## src/rtl/wf_pkg.sv

```systemverilog
// Shared state encoding and constants for the waterfall sampler readout sequencer.
package wf_pkg;
   localparam int WF_A_MSB      = 12;
   localparam int WF_CAP_SETTLE = 4;

   typedef enum logic [2:0] {
      ST_IDLE,
      ST_CAPTURE,
      ST_SYNC,
      ST_PRIME,
      ST_STREAM_I,
      ST_STREAM_Q
   } wf_state_e;
endpackage

```

## src/rtl/wf_readout_seq.sv

```systemverilog
// Capture/readout sequencer on the sampler rd_clk: capture, sync, prime, then stream I,Q words.
// First word 2 cycles after rd_sync; out_ready=0 freezes the read address so out_data holds.
module wf_readout_seq
   import wf_pkg::*;
#(
   parameter int A_MSB = WF_A_MSB,
   parameter int N_W   = 14
) (
   input  logic             rd_clk,
   input  logic             rd_rst_n,
   input  logic             cmd_go,
   input  logic             cmd_abort,
   input  logic             cfg_continuous,
   input  logic [A_MSB-1:0] cfg_offset,
   input  logic [N_W-1:0]   cfg_nsamp,
   input  logic             cap_done,
   output logic             cap_start,
   output logic             rd_rst,
   output logic             rd_sync,
   output logic             rd_i,
   output logic             rd_q,
   output logic [A_MSB-1:0] rd_offset,
   input  logic [15:0]      rd_iq,
   output logic [15:0]      out_data,
   output logic             out_valid,
   input  logic             out_ready,
   output logic             busy,
   output logic             done
);

   wf_state_e        state_q;
   logic [N_W-1:0]   cnt_q;
   logic [A_MSB-1:0] offset_q;
   logic [2:0]       settle_q;
   logic             cap_start_q;
   logic             rd_rst_q;
   logic             rd_sync_q;
   logic             rd_i_q;
   logic             valid_q;
   logic             busy_q;
   logic             done_q;

   always_ff @(posedge rd_clk) begin
      if (!rd_rst_n) begin
         state_q     <= ST_IDLE;
         cnt_q       <= '0;
         offset_q    <= '0;
         settle_q    <= '0;
         cap_start_q <= 1'b0;
         rd_rst_q    <= 1'b1;
         rd_sync_q   <= 1'b0;
         rd_i_q      <= 1'b1;
         valid_q     <= 1'b0;
         busy_q      <= 1'b0;
         done_q      <= 1'b0;
      end else begin
         rd_rst_q    <= 1'b0;
         cap_start_q <= 1'b0;
         rd_sync_q   <= 1'b0;
         done_q      <= 1'b0;
         if (cmd_abort) begin
            state_q <= ST_IDLE;
            valid_q <= 1'b0;
            busy_q  <= 1'b0;
            rd_i_q  <= 1'b1;
         end else begin
            case (state_q)
               ST_IDLE: begin
                  if (cmd_go) begin
                     offset_q <= cfg_offset;
                     cnt_q    <= cfg_nsamp;
                     if (cfg_nsamp == '0) begin
                        done_q <= 1'b1;
                     end else if (cfg_continuous) begin
                        state_q   <= ST_SYNC;
                        rd_sync_q <= 1'b1;
                        busy_q    <= 1'b1;
                     end else begin
                        state_q     <= ST_CAPTURE;
                        cap_start_q <= 1'b1;
                        settle_q    <= '0;
                        busy_q      <= 1'b1;
                     end
                  end
               end
               // The cap_start cycle is the first of the blanked cycles; the
               // full flag seen before then may still be the stale one.
               ST_CAPTURE: begin
                  if (settle_q < 3'(WF_CAP_SETTLE)) begin
                     settle_q <= settle_q + 3'd1;
                  end else if (cap_done) begin
                     state_q   <= ST_SYNC;
                     rd_sync_q <= 1'b1;
                  end
               end
               ST_SYNC: state_q <= ST_PRIME;
               ST_PRIME: begin
                  state_q <= ST_STREAM_I;
                  valid_q <= 1'b1;
                  rd_i_q  <= 1'b1;
               end
               ST_STREAM_I: begin
                  if (out_ready) begin
                     state_q <= ST_STREAM_Q;
                     rd_i_q  <= 1'b0;
                  end
               end
               ST_STREAM_Q: begin
                  if (out_ready) begin
                     rd_i_q <= 1'b1;
                     cnt_q  <= cnt_q - N_W'(1);
                     if (cnt_q == N_W'(1)) begin
                        state_q <= ST_IDLE;
                        valid_q <= 1'b0;
                        busy_q  <= 1'b0;
                        done_q  <= 1'b1;
                     end else begin
                        state_q <= ST_STREAM_I;
                     end
                  end
               end
               default: state_q <= ST_IDLE;
            endcase
         end
      end
   end

   // Abort must silence the stream in its own cycle, so it gates the registered valid.
   assign out_valid = valid_q & ~cmd_abort;
   assign rd_q      = (state_q == ST_STREAM_Q) & out_ready & ~cmd_abort;
   assign out_data  = rd_iq;
   assign cap_start = cap_start_q;
   assign rd_rst    = rd_rst_q;
   assign rd_sync   = rd_sync_q;
   assign rd_i      = rd_i_q;
   assign rd_offset = offset_q;
   assign busy      = busy_q;
   assign done      = done_q;

endmodule

```

## config.mk

```make
export PLATFORM = sky130hd
export DESIGN_NAME = wf_readout_seq
export DESIGN_NICKNAME = d
export VERILOG_FILES = /design/src/rtl/wf_pkg.sv /design/src/rtl/wf_readout_seq.sv
export SDC_FILE = /design/constraint.sdc
export NUM_CORES = 1
export LEC_CHECK = 0
export CAP_MARGIN = 20
export CORE_MARGIN = 3
export CORE_UTILIZATION = 44
export DETAILED_ROUTE_END_ITERATION = 10
export PLACE_DENSITY = 0.89
export SYNTH_ARGS = -nofsm -noshare
export SYNTH_HDL_FRONTEND = slang
export SYNTH_SLANG_ARGS = --single-unit
```

## constraint.sdc

```tcl
create_clock -name rd_clk -period 2.4 [get_ports rd_clk]
set_input_delay 0.48 -clock rd_clk [delete_from_list [all_inputs] [get_ports rd_clk]]
set_output_delay 0.48 -clock rd_clk [all_outputs]
set_load 0.01 [all_outputs]
```

==> qor.csv, run 1 <==
metric,value,unit
outcome,"complete, no violations",
wire length per cell,14.3,um
hold crit path type,reg -> reg,
top post-synthesis cells by area,"dfxtp_1, nand2_1, a21oi_1",
CP endpoint kind,output port,
H-tree Lvls,2,
f_max,0.431,GHz
crit path buf inv count,2,
Total GRT Usage,20.0,%
startpoint type of the worst setup path,input pin,
Synth Register Bits,39,
cells after synthesis,275,
critical path type,in -> out,
min Tclk post-route,2.32,ns
Synth top area share,36.4,%
Clock Tree Buf Depth,2,
Synth Area in Simple Gates,28.2,%
Initial Utilization,47.3,%
vias in the first global route,1984,
first-pass GRT wire length,8800,um
Sum Neg Setup Slack,0,ns
Ant. Diodes,0,
port bufs,52,
sw power,0.380,mW
clk sinks,39,
Synth Area in Compound Gates,21.5,%
Total Nets Final,373,
largest net degree at the start of global routing,27,
Overflow after GRT,0,
Via density,5.58,
mean post-synth cell area,7.80,um^2
main combinational cell family by area after synthesis,simple AND/OR/NAND/NOR gates,
crit-path cells,"clkdlybuf4s50_1, nand4b_1, nor2_1, clkdlybuf4s50_1",
Lkg Pwr,0.994,nW
Die Area,0.00575,mm^2
Core Region,0.00453,mm^2
"Max stage delay cell, worst path",clkdlybuf4s50_1,
max-slew violation total from the final report,0,
Cell Pwr Density,503,mW/mm^2
Worst EP required,1.92,ns
Synth Area in XOR/XNOR,0,%
CTS tree,done,
Reg power frac,49.9,%
Max IR drop VDD,203,uV
Final Hold Viols,0,
fraction of registers with async set/reset,0,%
routed wire length,5520,um
critical path's most frequent cell,clkdlybuf4s50_1,
syn_nets,327,
post-synthesis adder-cell area fraction,1.75,%
Worst-Skew Late Latency,0.30,ns
Area Growth Syn to Fin,29.4,%
Hold WS,0.460,ns
Post-Syn Area,0.00214,mm^2
Top delay family on crit path,buffers and inverters,
clock root cell,clkbuf_8,
RSZ-0062 raised after global routing,false,
antenna violations before repair,0,
Int Pwr,1.02,mW
clock share of power,30.5,%
post_cts resized,0,
clock-pin slew on the worst setup and hold paths,0.07,ns
worst slew margin relative to its limit,60.5,%
Switching Fraction,27.2,%
"count leader, synth",nand2_1,
max_cap viols,0,
combinational power share,19.6,%
post-route clock period utilization,96.7,%
worst stage delay on the critical path,0.58,ns
Synth area leader,dfxtp_1,
actual slew at the worst max-slew pin,0.587,ns
critical path data arrival time,1.84,ns
Die Height,75.8,um
final setup fails,0,
Synth top cells by count,"nand2_1, dfxtp_1, a21oi_1, buf_4",
Core Rows,24,
drc violations,0,
via count,2160,
Setup Skew,0.00718,ns
post-route ant nets,0,
Synth warnings,0,
# hold bufs at CTS,0,
post-CTS setup repair buffer count,0,
number of synthesized flops with an enable pin,0,
"Primary FF master, synth",dfxtp_1,
layout cells sized above 1,9.32,%
DIE WIDTH,75.8,um
Critical Path Fanout Max,2,
GPL Wtd Cong,0.823,
"Distinct cells, synth",47,
sequential fraction of the synthesis area,36.4,%
initial DRC count,152,
post-DP HPWL,4140,um
number of buffers created by CTS,5,
multiplexer share of the synthesized area,1.93,%
TritonRoute pass-1 iters,4,
# IOs,85,
Tot Pwr,1.40,mW
cell families after synthesis:
| logic type | Yosys count |
|---|---|
| multiplexers | 4 |
| buffers and inverters | 39 |
| adder cells (fa/ha/maj) | 3 |
| AO/OA/AOI/OAI | 74 |
| AND/OR/NAND/NOR | 116 |
| flip-flops | 39 |
area by class of cell:
type,count,area [um^2]
Clock buffer,7,76.3
Clock inverter,1,5.00
Fill cell,412,1760
Inverter,8,30.0
Multi-Input combinational cell,197,1150
Sequential cell,39,781
Tap cell,65,81.3
Timing Repair Buffer,70,656
power by group through the flow:
stage	Clock, mW	Sequential (mW)	Combinational [mW]
after floorplan	0	0.712	0.159
after global placement	0	0.710	0.263
after detailed placement	0	0.712	0.270
after CTS	0.437	0.697	0.271
after global routing	0.462	0.700	0.300
final	0.427	0.697	0.273
cells in the final DEF, fill, tap and decap left out, drive strengths merged, types with 2 or more instances in the layout:
master	instances
a211oi	4
a21o	5
a21oi	28
a221oi	2
a31oi	4
a41oi	5
and3	2
buf	18
clkbuf	7
clkdlybuf4s50	52
clkinv	2
dfxtp	39
ha	3
inv	7
mux2i	3
nand2	46
nand2b	4
nand3	13
nand3b	3
nand4	4
nand4b	3
nor2	12
nor2b	4
nor3	5
nor3b	3
nor4	7
nor4b	2
o211ai	4
o21a	3
o21ai	14
or3	2
or4b	2
stage by stage:
| step | utilization (%) | setup WS (ns) | cell area [um^2] | cells |
|---|---|---|---|---|
| 2_1_floorplan | - | 0.540 | 2140 | 275 |
| 3_3_place_gp | 59.4 | 0.0898 | 2690 | 379 |
| 3_5_place_dp | 59.4 | 0.0582 | 2690 | 379 |
| 4_1_cts | 61.2 | 0.0789 | 2780 | 387 |
| 5_1_grt | 61.2 | 0.00587 | 2780 | 387 |
| 6_report | 61.2 | 0.0788 | 2780 | 387 |
flip-flops by register name, indices dropped and copies added, names as in the netlist:
signal     cells
busy           1
rd_i           1
rd_sync        1
settle_q       3
rd_rst         1
cap_start      1
cnt_q         14
state_q        3
done           1
rd_offset     12
valid_q        1
path summary, 6_finish.rpt:
kind,startpoint,endpoint,slack [ns],cells after the start
setup / recovery,out_ready,rd_q,0.08,4
hold / removal,rd_offset[10],rd_offset[10],0.46,2
setup reg to reg,state_q[0],cnt_q[11],0.43,4
hold reg to reg,rd_offset[10],rd_offset[10],0.46,2
tightest hold or removal path, delay by kind of cell (launching register included):
| kind | cells | cell delay [ns] |
|---|---|---|
| compound gates | 1 | 0.05 |
| flops | 1 | 0.31 |
| simple gates | 1 | 0.05 |
per-layer routing:
metal | routed length (um) | share of wire [%] | vias up | global-route usage, %
met5 | 0 | 0 | - | 0
met4 | 96 | 1.7 | 0 | 7.57
met3 | 436 | 7.9 | 12 | 4.35
met2 | 2640 | 48 | 80 | 34.9
met1 | 2340 | 42 | 1003 | 23.7
li1 | - | - | 1065 | -
No activity file was read; power rests on OpenSTA's default activity.
==> inputs of run 2 (changes only) <==
--- a/config.mk
+++ b/config.mk
@@ -6,9 +6,12 @@
 export NUM_CORES = 1
 export LEC_CHECK = 0
 export CAP_MARGIN = 20
+export CELL_PAD_IN_SITES_DETAIL_PLACEMENT = 1
+export CELL_PAD_IN_SITES_GLOBAL_PLACEMENT = 1
 export CORE_MARGIN = 3
-export CORE_UTILIZATION = 44
+export CORE_UTILIZATION = 31
 export DETAILED_ROUTE_END_ITERATION = 10
+export GPL_TIMING_DRIVEN = 0
 export PLACE_DENSITY = 0.89
 export SYNTH_ARGS = -nofsm -noshare
 export SYNTH_HDL_FRONTEND = slang
==> run 2 against run 1 <==
Against the previous run: worst setup slack improved by 0.056 ns; critical endpoint is now cnt_q[11]; worst hold slack got worse by 0.0018 ns; first-iteration DRC count fell by 24%.
==> qor.csv, run 2 (synthesis results as in run 1) <==
metric,value,unit
Worst EP required,2.56,ns
post-placement setup slack,-0.241,ns
first-pass GRT wire length,10800,um
Critical Path Fanout Max,10,
startpoint type of the worst setup path,input pin,
worst stage delay on the critical path,0.51,ns
max-slew violation total from the final report,0,
Setup Skew,0.00997,ns
routed wire length,6740,um
clock root cell,clkbuf_8,
Total GRT Usage,17.1,%
RSZ-0062 raised after global routing,false,
max_cap viols,0,
hold crit path type,reg -> reg,
max reg flops,14,
initial DRC count,116,
# hold bufs at CTS,0,
Hold WS,0.458,ns
actual slew at the worst max-slew pin,0.716,ns
Reg with most FFs,cnt_q,
"most common cell after layout, fill and taps aside",clkdlybuf4s50_1,
largest net degree at the start of global routing,14,
vias in the first global route,2284,
Via density,5.38,
critical path's most frequent cell,buf_2,
Initial Utilization,32.8,%
Max IR drop VDD,243,uV
Lkg Pwr,1.10,nW
"Max stage delay cell, worst path",clkdlybuf4s50_1,
CP endpoint kind,flop,
GPL Wtd Cong,0.879,
Final Hold Viols,0,
port bufs,66,
Die Height,89.2,um
H-tree Lvls,2,
worst slew margin relative to its limit,52.1,%
antenna violations before repair,0,
post-route ant nets,0,
most frequent cells in the layout,"clkdlybuf4s50_1, nand2_1, dfxtp_1",
Tot Pwr,1.68,mW
Clock Tree Buf Depth,2,
Core Region,0.00653,mm^2
critical path data arrival time,2.43,ns
TritonRoute pass-1 iters,4,
post-route clock period utilization,94.4,%
Placed Area,0.00290,mm^2
Ant. Diodes,0,
clock-pin slew on the worst setup and hold paths,0.09,ns
layout cells sized above 1,10.0,%
via count,2299,
clk sinks,39,
CTS tree,done,
f_max,0.441,GHz
"Design Area, Final",0.00304,mm^2
final setup fails,0,
drc violations,0,
Die Area,0.00795,mm^2
Sum Neg Setup Slack,0,ns
Area Growth Syn to Fin,41.9,%
Worst-Skew Late Latency,0.30,ns
critical path type,in -> reg,
Total Nets Final,401,
crit-path cells,"clkdlybuf4s50_1, or4b_1, buf_2, a21o_1, buf_2, buf_6, o21ai_0, a31oi_1",
DIE WIDTH,89.2,um
Core Rows,29,
number of buffers created by CTS,5,
wire length per cell,15.8,um
Cell Pwr Density,551,mW/mm^2
post-DP HPWL,5060,um
final worst setup slack,0.135,ns
Overflow after GRT,0,
outcome,"complete, no violations",
min Tclk post-route,2.27,ns
# IOs,85,
run 2: final cells by class:
| cell class | instances | area (um^2) |
|---|---|---|
| Clock inverter | 3 | 67.6 |
| Clock buffer | 5 | 68.8 |
| Buffer | 31 | 188 |
| Fill cell | 815 | 3490 |
| Sequential cell | 39 | 781 |
| Tap cell | 77 | 96.3 |
| Timing Repair Buffer | 67 | 667 |
| Inverter | 8 | 30.0 |
| Multi-Input combinational cell | 197 | 1150 |
run 2: path summary, 6_finish.rpt:
| check | start | endpoint | slack [ns] | cells past startpoint |
|---|---|---|---|---|
| worst max-delay path | cmd_go | cnt_q[11] | 0.13 | 8 |
| worst min-delay path | rd_offset[10] | rd_offset[10] | 0.46 | 2 |
| worst max register to register | cnt_q[0] | cnt_q[12] | 0.20 | 6 |
| worst min register to register | rd_offset[10] | rd_offset[10] | 0.46 | 2 |
run 2: what timing repair did:
| item | CTS | global route |
|---|---|---|
| buffers inserted | 1 | 0 |
| gates resized for setup | 1 | 0 |
| endpoints found under the setup margin | 1 | 0 |
run 2: worst max-delay path: cells and delay by family:
| kind | cells | cell delay, ns |
|---|---|---|
| AO/OA/AOI/OAI | 3 | 0.45 |
| buffers and inverters | 4 | 1.04 |
| AND/OR/NAND/NOR | 1 | 0.45 |
run 2: where the power goes:
part	switching, mW	internal [mW]
logic	0.153	0.161
registers	0.0229	0.674
clock network	0.251	0.415
run 2: per-stage QoR:
| step | instances | util [%] |
|---|---|---|
| 6_report | 427 | 46.6 |
| 5_1_grt | 427 | 46.6 |
| 4_1_cts | 427 | 46.6 |
| 3_5_place_dp | 418 | 44.4 |
| 3_3_place_gp | 418 | 44.4 |
| 2_1_floorplan | 275 | - |
run 2: layer usage:
layer / vias up / routed length (um) / GRT usage, %
li1: 1116 / - / -
met1: 1089 / 3040 / 21.7
met2: 83 / 3150 / 28.9
met3: 11 / 458 / 3.87
met4: 0 / 93 / 4.74
met5: - / 0 / 0
==> inputs of run 3 (changes only) <==
--- a/config.mk
+++ b/config.mk
@@ -5,14 +5,15 @@
 export SDC_FILE = /design/constraint.sdc
 export NUM_CORES = 1
 export LEC_CHECK = 0
-export CAP_MARGIN = 20
+export ABC_AREA = 1
+export CAP_MARGIN = 25
 export CELL_PAD_IN_SITES_DETAIL_PLACEMENT = 1
 export CELL_PAD_IN_SITES_GLOBAL_PLACEMENT = 1
-export CORE_MARGIN = 3
-export CORE_UTILIZATION = 31
+export CORE_MARGIN = 5
+export CORE_UTILIZATION = 30
 export DETAILED_ROUTE_END_ITERATION = 10
 export GPL_TIMING_DRIVEN = 0
-export PLACE_DENSITY = 0.89
+export PLACE_DENSITY = 0.88
 export SYNTH_ARGS = -nofsm -noshare
 export SYNTH_HDL_FRONTEND = slang
 export SYNTH_SLANG_ARGS = --single-unit
==> run 3 against run 2 <==
Against the previous run: clock skew decreased by 0.0018 ns; largest power group unchanged; total power decreased by 0.15%; worst hold slack improved by 0.0085 ns; critical path type is now in -> out; fmax increased by 2.2%; highest routed layer unchanged; combinational power increased by 50%.
==> qor.csv, run 3 <==
metric,value,unit
outcome,"complete, no violations",
H-tree Lvls,2,
flop2flop setup slack,0.71,ns
sequential fraction of the synthesis area,33.0,%
"count leader, synth",nand2_1,
critical path data arrival time,1.74,ns
startpoint type of the worst setup path,input pin,
Worst-Skew Late Latency,0.30,ns
Synth Area in XOR/XNOR,0.370,%
largest net degree at the start of global routing,20,
most frequent cells in the layout,"nand2_1, nor2_1, clkdlybuf4s50_1",
DR WL met3,362,um
Hold Startpoint,valid_q,
clock-pin slew on the worst setup and hold paths,0.08,ns
Synth Area in Simple Gates,38.4,%
TritonRoute pass-1 iters,4,
via count,2583,
reg2reg end,rd_offset[7],
worst slew margin relative to its limit,69.2,%
Critical Path Fanout Max,4,
Core Rows,32,
max reg flops,14,
layout cells sized above 1,11.5,%
drc violations,0,
CP endpoint kind,output port,
Ant. Diodes,0,
min Tclk post-route,2.22,ns
max_cap viols,0,
clock root cell,clkbuf_8,
vias in the first global route,2731,
wire length per cell,13.0,um
Setup Skew,0.00813,ns
"Max stage delay cell, worst path",clkdlybuf4s50_1,
Overflow after GRT,0,
multiplexer share of the synthesized area,0,%
Hold Path End,valid_q,
CTS tree,done,
post-route clock period utilization,92.3,%
Area Growth Syn to Fin,38.8,%
Post-Syn Area,0.00237,mm^2
first-pass GRT wire length,12400,um
Max IR drop VDD,291,uV
Die Height,98.8,um
routed wire length,7210,um
Total GRT Usage,15.1,%
Total Nets Final,504,
metal2 WL,3480,um
mean post-synth cell area,6.31,um^2
# IOs,85,
worst stage delay on the critical path,0.57,ns
Clock Tree Buf Depth,2,
cells after synthesis,375,
final setup fails,0,
post-placement setup slack,-0.0208,ns
post-DP HPWL,5870,um
critical path type,in -> out,
antenna violations before repair,0,
Via density,4.65,
"Primary FF master, synth",dfxtp_1,
fraction of registers with async set/reset,0,%
Synth Area in Compound Gates,11.5,%
initial DRC count,74,
Synth warnings,0,
port bufs,68,
syn_nets,427,
Top delay family on crit path,buffers and inverters,
Core Region,0.00769,mm^2
FF-to-FF path depth,8,
crit-path cells,"clkdlybuf4s50_1, nor3_1, clkdlybuf4s50_1",
post-route ant nets,0,
"most common cell after layout, fill and taps aside",nand2_1,
Cell Pwr Density,510,mW/mm^2
Crit path depth,3,
Final Hold Viols,0,
max-slew violation total from the final report,0,
hold crit path type,reg -> reg,
Hold Path Depth,2,
number of buffers created by CTS,5,
top post-synthesis cells by area,"dfxtp_1, nand2_1, nor2_1",
crit path buf inv count,2,
clk sinks,39,
Synth top area share,33.0,%
# hold bufs at CTS,0,
r2r startpoint,state_q[0],
actual slew at the worst max-slew pin,0.462,ns
RSZ-0062 raised after global routing,false,
Synth top cells by count,"nand2_1, nor2_1, dfxtp_1, inv_1, nand3_1",
DR top layer,met4,
Worst EP required,1.92,ns
final worst setup slack,0.184,ns
Synth Register Bits,39,
Lkg Pwr,1.43,nW
GPL Wtd Cong,0.816,
Synth area leader,dfxtp_1,
Hold WS,0.467,ns
main combinational cell family by area after synthesis,simple AND/OR/NAND/NOR gates,
number of synthesized flops with an enable pin,0,
M1 WL,3260,um
"Distinct cells, synth",30,
Reg with most FFs,cnt_q,
DIE WIDTH,98.8,um
Die Area,0.00977,mm^2
f_max,0.451,GHz
critical path's most frequent cell,clkdlybuf4s50_1,
post-synthesis adder-cell area fraction,1.59,%
Initial Utilization,30.8,%
==> run 3: cells by family (layout without fill, tap and decap cells) <==
family / Yosys count / after routing
buffers and inverters: 68 / 146
xor gates and xnor gates: 1 / 1
and+or+nand+nor: 215 / 215
DFF: 39 / 39
AOI/OAI and AO/OA: 49 / 49
adders and majority gates: 3 / 3
==> run 3: per-layer routing <==
metal  vias up  global-route usage, %
li1       1319                      -
met1      1190                   18.3
met2        62                   26.5
met3        12                   3.47
met5         -                      0
met4         0                   4.62
==> run 3: what timing repair did <==
action                                  in CTS  in global routing
endpoints found under the setup margin       1                  1
resized for setup                            1                  1
setup buffers                                0                  3
==> run 3: worst max-delay path by stage <==
stage,start,endpoint,slack [ns]
floorplan,state_q[1],rd_q,0.83
detailed placement,out_ready,rd_q,-0.02
global route,cmd_abort,rd_q,0.12
global placement,out_ready,rd_q,-0.05
finish,cmd_abort,rd_q,0.18
CTS,state_q[1],rd_q,0.04
==> run 3: stage by stage <==
step	instance area [um^2]	power (mW)	cells	setup TNS [ns]	util, %
floorplan	2370	1.01	375	0	-
global placement	3180	1.19	545	-0.0465	41.3
detailed placement	3180	1.21	545	-0.0208	41.3
CTS	3260	1.69	552	0	42.4
global route	3290	1.78	555	0	42.7
finish	3290	1.67	555	0	42.7
==> run 3: final cells by class <==
cell class              count  area (um^2)
fillers                  1017         4400
multi-input cells         268         1230
flip-flops and latches     39          782
repair buffers             71          702
plain buffers              24          180
inverters                  43          175
well taps                 102          128
clock buffers               5         68.8
clock inverters             3         23.8
==> run 3: worst register-to-register path, stage by stage, from the launching register on <==
cell and delay, ns:
dfxtp_1 0.32, buf_6 0.13, nor2_2 0.18, nand2_2 0.12, nor2_2 0.17, nand2_1 0.18, clkbuf_1 0.23, o21ai_0 0.22
nor2_1 0.06
==> run 3: power breakdown <==
group | switching [mW] | internal, mW
combinational | 0.254 | 0.220
sequential | 0.0307 | 0.687
clock | 0.275 | 0.208
